$ cat src/rtl/ex_mem_pkg.sv
// -----------------------------------------------------------------------------
// ex_mem_pkg
// Shared definitions for the EX/MEM pipeline register: bus widths, named
// constants (zero words, NOP register/op, enable levels, stall-bit positions)
// and the packed record that the register stores.
// -----------------------------------------------------------------------------
package ex_mem_pkg;

    // Bus widths
    localparam int REG_ADDR_BUS_W    = 5;
    localparam int REG_BUS_W         = 32;
    localparam int ALU_OP_BUS_W      = 8;
    localparam int INST_BUS_W        = 32;
    localparam int INST_ADDR_BUS_W   = 32;
    localparam int DOUBLE_REG_BUS_W  = 64;
    localparam int STALL_W           = 6;
    localparam int CNT_W             = 2;

    // Stall vector bit positions
    localparam int STALL_EX_BIT      = 3;
    localparam int STALL_MEM_BIT     = 4;

    // Named levels and constants
    localparam logic RST_ENABLE      = 1'b1;
    localparam logic WRITE_ENABLE    = 1'b1;
    localparam logic WRITE_DISABLE   = 1'b0;
    localparam logic STOP            = 1'b1;
    localparam logic NO_STOP         = 1'b0;

    localparam logic [REG_BUS_W-1:0]        ZERO_WORD    = '0;
    localparam logic [DOUBLE_REG_BUS_W-1:0] ZERO_DWORD   = '0;
    localparam logic [CNT_W-1:0]            ZERO_CNT     = '0;
    localparam logic [REG_ADDR_BUS_W-1:0]   NOP_REG_ADDR = '0;
    localparam logic [ALU_OP_BUS_W-1:0]     EXE_NOP_OP   = '0;

    // Everything the EX/MEM register holds, in one record
    typedef struct packed {
        logic [REG_ADDR_BUS_W-1:0]   waddr;
        logic                        reg_we;
        logic [REG_BUS_W-1:0]        alu_res;
        logic                        hi_we;
        logic                        lo_we;
        logic [REG_BUS_W-1:0]        hi;
        logic [REG_BUS_W-1:0]        lo;
        logic [ALU_OP_BUS_W-1:0]     aluop;
        logic [REG_BUS_W-1:0]        mem_addr;
        logic [REG_BUS_W-1:0]        reg2_data;
        logic [INST_BUS_W-1:0]       inst;
        logic [DOUBLE_REG_BUS_W-1:0] hilo;
        logic [CNT_W-1:0]            cnt;
    } ex_mem_stage_t;

    // Idle/NOP contents: used both at reset and as the bubble payload base
    localparam ex_mem_stage_t STAGE_IDLE = '{
        waddr:     NOP_REG_ADDR,
        reg_we:    WRITE_DISABLE,
        alu_res:   ZERO_WORD,
        hi_we:     WRITE_DISABLE,
        lo_we:     WRITE_DISABLE,
        hi:        ZERO_WORD,
        lo:        ZERO_WORD,
        aluop:     EXE_NOP_OP,
        mem_addr:  ZERO_WORD,
        reg2_data: ZERO_WORD,
        inst:      ZERO_WORD,
        hilo:      ZERO_DWORD,
        cnt:       ZERO_CNT
    };

endpackage : ex_mem_pkg

$ cat src/rtl/ex_mem.sv
// -----------------------------------------------------------------------------
// ex_mem
// EX/MEM pipeline register. Three modes selected by the stall vector:
//   ADVANCE (EX not stalled, or the illegal EX-running/MEM-stalled combination):
//           mem_* capture ex_*, hilo_o/cnt_o clear.
//   BUBBLE  (EX stalled, MEM running): mem_* become a NOP, hilo_o/cnt_o
//           capture the MADD/MSUB partial product and count from EX.
//   HOLD    (EX and MEM stalled): every output keeps its value.
// Synchronous active-high reset clears everything and beats HOLD.
//
// Ports
//   clk, rst                      clock, synchronous active-high reset
//   stall[5:0]                    pipeline stall vector (bit3 EX, bit4 MEM)
//   ex_*                          EX-stage results to be registered
//   hilo_i[63:0], cnt_i[1:0]      EX multi-cycle partial product / count
//   mem_*                         registered copies feeding the MEM stage
//   hilo_o[63:0], cnt_o[1:0]      partial product / count returned to EX
// -----------------------------------------------------------------------------
module ex_mem
    import ex_mem_pkg::*;
(
    input  logic                        clk,
    input  logic                        rst,
    input  logic [STALL_W-1:0]          stall,

    input  logic [REG_ADDR_BUS_W-1:0]   ex_waddr,
    input  logic                        ex_reg_we,
    input  logic [REG_BUS_W-1:0]        ex_alu_res,
    input  logic                        ex_hi_we,
    input  logic                        ex_lo_we,
    input  logic [REG_BUS_W-1:0]        ex_hi,
    input  logic [REG_BUS_W-1:0]        ex_lo,
    input  logic [ALU_OP_BUS_W-1:0]     ex_aluop,
    input  logic [REG_BUS_W-1:0]        ex_mem_addr,
    input  logic [REG_BUS_W-1:0]        ex_reg2_data,
    input  logic [INST_BUS_W-1:0]       ex_inst,
    input  logic [DOUBLE_REG_BUS_W-1:0] hilo_i,
    input  logic [CNT_W-1:0]            cnt_i,

    output logic [REG_ADDR_BUS_W-1:0]   mem_waddr,
    output logic                        mem_reg_we,
    output logic [REG_BUS_W-1:0]        mem_alu_res,
    output logic                        mem_hi_we,
    output logic                        mem_lo_we,
    output logic [REG_BUS_W-1:0]        mem_hi,
    output logic [REG_BUS_W-1:0]        mem_lo,
    output logic [ALU_OP_BUS_W-1:0]     mem_aluop,
    output logic [REG_BUS_W-1:0]        mem_mem_addr,
    output logic [REG_BUS_W-1:0]        mem_reg2_data,
    output logic [INST_BUS_W-1:0]       mem_inst,
    output logic [DOUBLE_REG_BUS_W-1:0] hilo_o,
    output logic [CNT_W-1:0]            cnt_o
);

    ex_mem_stage_t stage_q;
    ex_mem_stage_t advance_d;
    ex_mem_stage_t bubble_d;

    // Candidate next values for the two loading modes
    always_comb begin
        // NOTE: every always_comb target gets a full default up front so no
        // path can leave it unassigned and infer a latch.
        advance_d = '{
            waddr:     ex_waddr,
            reg_we:    ex_reg_we,
            alu_res:   ex_alu_res,
            hi_we:     ex_hi_we,
            lo_we:     ex_lo_we,
            hi:        ex_hi,
            lo:        ex_lo,
            aluop:     ex_aluop,
            mem_addr:  ex_mem_addr,
            reg2_data: ex_reg2_data,
            inst:      ex_inst,
            // A completed MADD/MSUB must never see a stale partial product
            hilo:      ZERO_DWORD,
            cnt:       ZERO_CNT
        };

        bubble_d      = STAGE_IDLE;
        bubble_d.hilo = hilo_i;
        bubble_d.cnt  = cnt_i;
    end

    // Priority: reset > advance > bubble > hold (no assignment = hold)
    always_ff @(posedge clk) begin
        // NOTE: state is updated with non-blocking assignments so every flop
        // samples pre-edge values regardless of statement order.
        if (rst == RST_ENABLE) begin
            stage_q <= STAGE_IDLE;
        end else if (stall[STALL_EX_BIT] == NO_STOP) begin
            // Also covers the illegal EX-running/MEM-stalled case
            stage_q <= advance_d;
        end else if (stall[STALL_MEM_BIT] == NO_STOP) begin
            stage_q <= bubble_d;
        end
    end

    assign mem_waddr     = stage_q.waddr;
    assign mem_reg_we    = stage_q.reg_we;
    assign mem_alu_res   = stage_q.alu_res;
    assign mem_hi_we     = stage_q.hi_we;
    assign mem_lo_we     = stage_q.lo_we;
    assign mem_hi        = stage_q.hi;
    assign mem_lo        = stage_q.lo;
    assign mem_aluop     = stage_q.aluop;
    assign mem_mem_addr  = stage_q.mem_addr;
    assign mem_reg2_data = stage_q.reg2_data;
    assign mem_inst      = stage_q.inst;
    assign hilo_o        = stage_q.hilo;
    assign cnt_o         = stage_q.cnt;

endmodule : ex_mem

$ cat config.mk
export PLATFORM = sky130hd
export DESIGN_NAME = ex_mem
export DESIGN_NICKNAME = d
export VERILOG_FILES = /design/src/rtl/ex_mem_pkg.sv /design/src/rtl/ex_mem.sv
export SDC_FILE = /design/constraint.sdc
export NUM_CORES = 1
export LEC_CHECK = 0
export CAP_MARGIN = 30
export CELL_PAD_IN_SITES_DETAIL_PLACEMENT = 0
export CELL_PAD_IN_SITES_GLOBAL_PLACEMENT = 1
export CORE_AREA = 2 2 214 216
export CTS_CLUSTER_DIAMETER = 200
export DETAILED_ROUTE_END_ITERATION = 6
export DIE_AREA = 0 0 216 218
export PLACE_DENSITY = 0.74
export SLEW_MARGIN = 25
export SYNTH_ARGS = -nofsm -noshare
export SYNTH_HDL_FRONTEND = slang
export SYNTH_SLANG_ARGS = --single-unit
$ cat constraint.sdc
create_clock -name clk -period 2.09 [get_ports clk]
set_input_delay 0.3135 -clock clk [delete_from_list [all_inputs] [get_ports clk]]
set_output_delay 0.3135 -clock clk [all_outputs]
set_load 0.02 [all_outputs]
* Word level (Yosys, flattened, before mapping) *
Index checks and enable logic that the tools add are counted.

storage, ports and cells
  input bits = 282
  output and inout bits = 274
  register bits after elaboration = 274
  word-level logic and storage cells = 18

cells by class
  bitwise logic cells = 1
  multiplexer cells = 2
  eq/ne operators = 1
  reduce and logical (&&, ||, !) cells = 1

operators by type and width
  operator                                      number
  two-way mux 274 bit                           2
  inequality test 2 bit, second input constant  1
  OR reduction 2 bit                            1
  inverter 1 bit                                1

* Longest topological paths before layout *
  word-level depth = 2
  mapped depth = 6
  depth with buffers taken out = 2

* Worst setup path before layout *
No wires, ideal clock.

  kind = input-to-reg
  from = input port stall[4]
  to = register stage_q (netlist bit hilo_o[10])
  path slack = 955 ps
  stages on the path = 5
  path buffers = 3
  library setup time = 128 ps
  arrival time = 1008 ps
  required time = 1962 ps
  cells stage by stage = buf_2 -> buf_2 -> buf_4 -> mux2i_1 -> nor2_1

RTL lines
  element               line          RTL
  from (decl)           ex_mem.sv:24  input logic [STALL_W-1:0] stall,
  to (signal assigned)  ex_mem.sv:93  stage_q <= advance_d;
  to (signal assigned)  ex_mem.sv:95  stage_q <= bubble_d;
  to (decl)             ex_mem.sv:55  ex_mem_stage_t stage_q;

* Worst setup path in the final report *
  from = register stage_q (netlist bit mem_hi[2])
  to = output port mem_hi[2]

RTL lines
  element    line          RTL
  to (decl)  ex_mem.sv:45  output logic [REG_BUS_W-1:0] mem_hi,

No word-level cell between the ends.

==> results_dict.tcl <==
set metrics [dict create \
    dr.pass1.iters 4 \
    wl_met1_mm 14.8 \
    grt_pass1_wl_mm 54.7 \
    intPower_w 0.0101 \
    synth_nets 1416 \
    hold_start "rst" \
    cts_buffers 31 \
    post-cts-setup-buffer-count 0 \
    clk_pin_slew_ns 0.06 \
    setup_viol 0 \
    ys_seq_elements 274 \
    hold_depth 2 \
    synth.distinct_cells 16 \
    endpoint_kind "output pin" \
    synth_area_leaders "dfxtp_1 52%, nand2b_1 12%, a21oi_1 8.8%, nand3_1 8.8%, mux2i_1 6.3%" \
    timing.final.crit_period_ns 1.93 \
    wl_mm 36.6 \
    switching_share 0.243 \
    ios 556 \
    dpl_worst_slack_ns 0.657 \
    avgSynthCellArea_um2 9.28 \
    seq_area_frac_synth 0.521 \
    power_density_mw_per_mm2 755 \
    holdWs_ns 0.0871 \
    grt_max_degree 111 \
    seqPwrFrac 0.419 \
    r2r_slack_ns 1.37 \
    worstPathArrival_ns 1.62 \
    fp.dieW_um 216 \
    initial_core_util 0.235 \
    area_growth_pct 68.0 \
    slew_headroom 0.617 \
    synth_cells 1134 \
    viasPerCell 4.32 \
    hold_viol 0 \
    fin_ws_ns 0.157 \
    switchingPower_w 0.00324 \
    hpwl_mm 26.4 \
    cts_root_buf "clkbuf_16" \
    final_nets 1920 \
    dr_wl_met2_mm 18.2 \
    crit_type "reg2out" \
    worst-path-buf-inv 1 \
    first_global_vias 9420 \
    start_kind "register" \
    clock_latency_ns 0.56 \
    power.leakage_nw 6.38 \
    hold_buffers 0 \
    finalClockSkew_ns 0 \
    r2r-end "mem_inst[12]" \
    netlist.area_leader.share 0.521 \
    clockPowerShare 0.424 \
    cp_max_fo 2 \
    ctsResizeCount 0 \
    worst_slew_pin_slew_ns 0.574 \
    fin_setup_tns_ns 0 \
    fillers 4468 \
    crit_slowest_cell "clkdlybuf4s50_1" \
    path_cells "clkdlybuf4s50_1" \
    r2r_cells 2 \
    comb_power_share 0.157 \
    worst_ir_drop_vdd_mv 0.502 \
    critPathMaxStageDelay_ns 0.67 \
    drive_gt1_frac 0.0716 \
    die_h_um 218 \
    grt.overflow.total 0 \
    grt_setup_unrepaired "no" \
    core_area_mm2 0.0449 \
    clkSinkCount 274 \
    synth_area_mm2 0.0105 \
    hold_path.class "in2reg" \
    place.gp.congestion 0.801 \
    synth_top_area_cell "dfxtp_1" \
    yosys_warnings 0 \
    final_area_mm2 0.0177 \
    highest-signal-layer "met4" \
    r2r-start "mem_inst[12]" \
    wl_met3_mm 2.81 \
    holdPathEnd "mem_reg2_data[18]" \
    vias 9757 \
    maxCapViolations 0 \
    outcome "finished, final reports clean" \
    h-tree-depth 1 \
    placed_cell_area_mm2 0.0166 \
    drv_slew 0 \
    rows 78 \
    grt_antenna_before_repair 0 \
    crit_family "buffers and inverters" \
    max_freq_mhz 517 \
    cp.required_ns 1.78 \
    grt_use_total 0.145 \
    drc 0 \
    drt_iter0_drc 478 \
    portBuffers 551 \
    ant_nets 0 \
    cts.path.max_buffers 3 \
    cts_tree "yes" \
    wl_per_cell_um 16.2 \
    fin_crit_sh 0.925 \
    die_area_mm2 0.0471 \
    antenna_cells 0 \
]
## Yosys cell counts
cell        n
mux2i_1    66
a32o_1      3
clkbuf_1   36
nand3_1   185
a21oi_1   185
buf_1       1
nand3_2    20
buf_8       1
buf_2      52
dfxtp_1   274
a21oi_2    20
nand2b_1  206
nor2_1     67
nor2b_1     1
buf_6      10
buf_4       7
## kinds of logic (layout without fill, tap and decap cells)
logic type	Yosys count	in the layout	synth area share
buf+inv	107	634	0.0550
simple gates	479	479	0.254
mux	66	66	0.0627
flops	274	274	0.521
compound gates	208	208	0.107
## power by group through the flow
stage | Clock [W] | Sequential, W | Combinational (W)
floorplan | 0 | 0.00597 | 0.000642
global placement | 0 | 0.00569 | 0.00210
detailed placement | 0 | 0.00570 | 0.00211
CTS | 0.00586 | 0.00559 | 0.00212
global route | 0.00606 | 0.00561 | 0.00224
finish | 0.00566 | 0.00559 | 0.00210
## cell usage in the layout (no fill, tap or decap), drive strengths merged
cell and n:
a21oi 205, clkdlybuf4s50 548, inv 1, nand3 205, a32o 3, clkinvlp 1, bufinv 3, buf 30
mux2i 66, nand2b 206, nor2 67, clkbuf 51, nor2b 1, dfxtp 274
## final cells by class
class / instances / area, µm² / share of cell area
timing repair buffer: 578 / 5900 / 0.334
sequential: 274 / 5490 / 0.310
multi-input combinational: 753 / 4470 / 0.253
clock buffer: 51 / 971 / 0.0549
tap: 600 / 751 / 0.0425
clock inverter: 5 / 106 / 0.00601
## flip-flops by register name, indices dropped and copies added (netlist names)
name / count
mem_lo: 32
hilo_o: 64
cnt_o: 2
mem_aluop: 8
mem_lo_we: 1
mem_reg_we: 1
mem_reg2_data: 32
mem_mem_addr: 32
mem_inst: 32
mem_hi_we: 1
mem_alu_res: 32
mem_waddr: 5
mem_hi: 32
## metal layers
layer | vias to the layer above | track usage
met5 | - | 0
met4 | 0 | 0.0427
met3 | 45 | 0.0413
met2 | 311 | 0.254
met1 | 4559 | 0.172
li1 | 4842 | -
## stage by stage
step | instances | util | total power (W)
after floorplan | 1134 | - | 0.00662
after detailed placement | 2205 | 0.370 | 0.00781
after CTS | 2261 | 0.394 | 0.0136
after global placement | 2205 | 0.370 | 0.00779
final | 2261 | 0.394 | 0.0133
after global routing | 2261 | 0.394 | 0.0139
## worst max path at each step
stage	startpoint	end	slack, ns	cells after the start
3_3_place_gp	stall[4]	hilo_o[12]	0.68	4
6_report	mem_hi[2]	mem_hi[2]	0.16	1
5_1_grt	mem_hi[2]	mem_hi[2]	0.09	1
2_1_floorplan	stall[4]	hilo_o[10]	0.95	5
4_1_cts	mem_hi[2]	mem_hi[2]	0.11	1
3_5_place_dp	stall[4]	hilo_o[31]	0.66	4
Power figures use the tool's default switching activity.
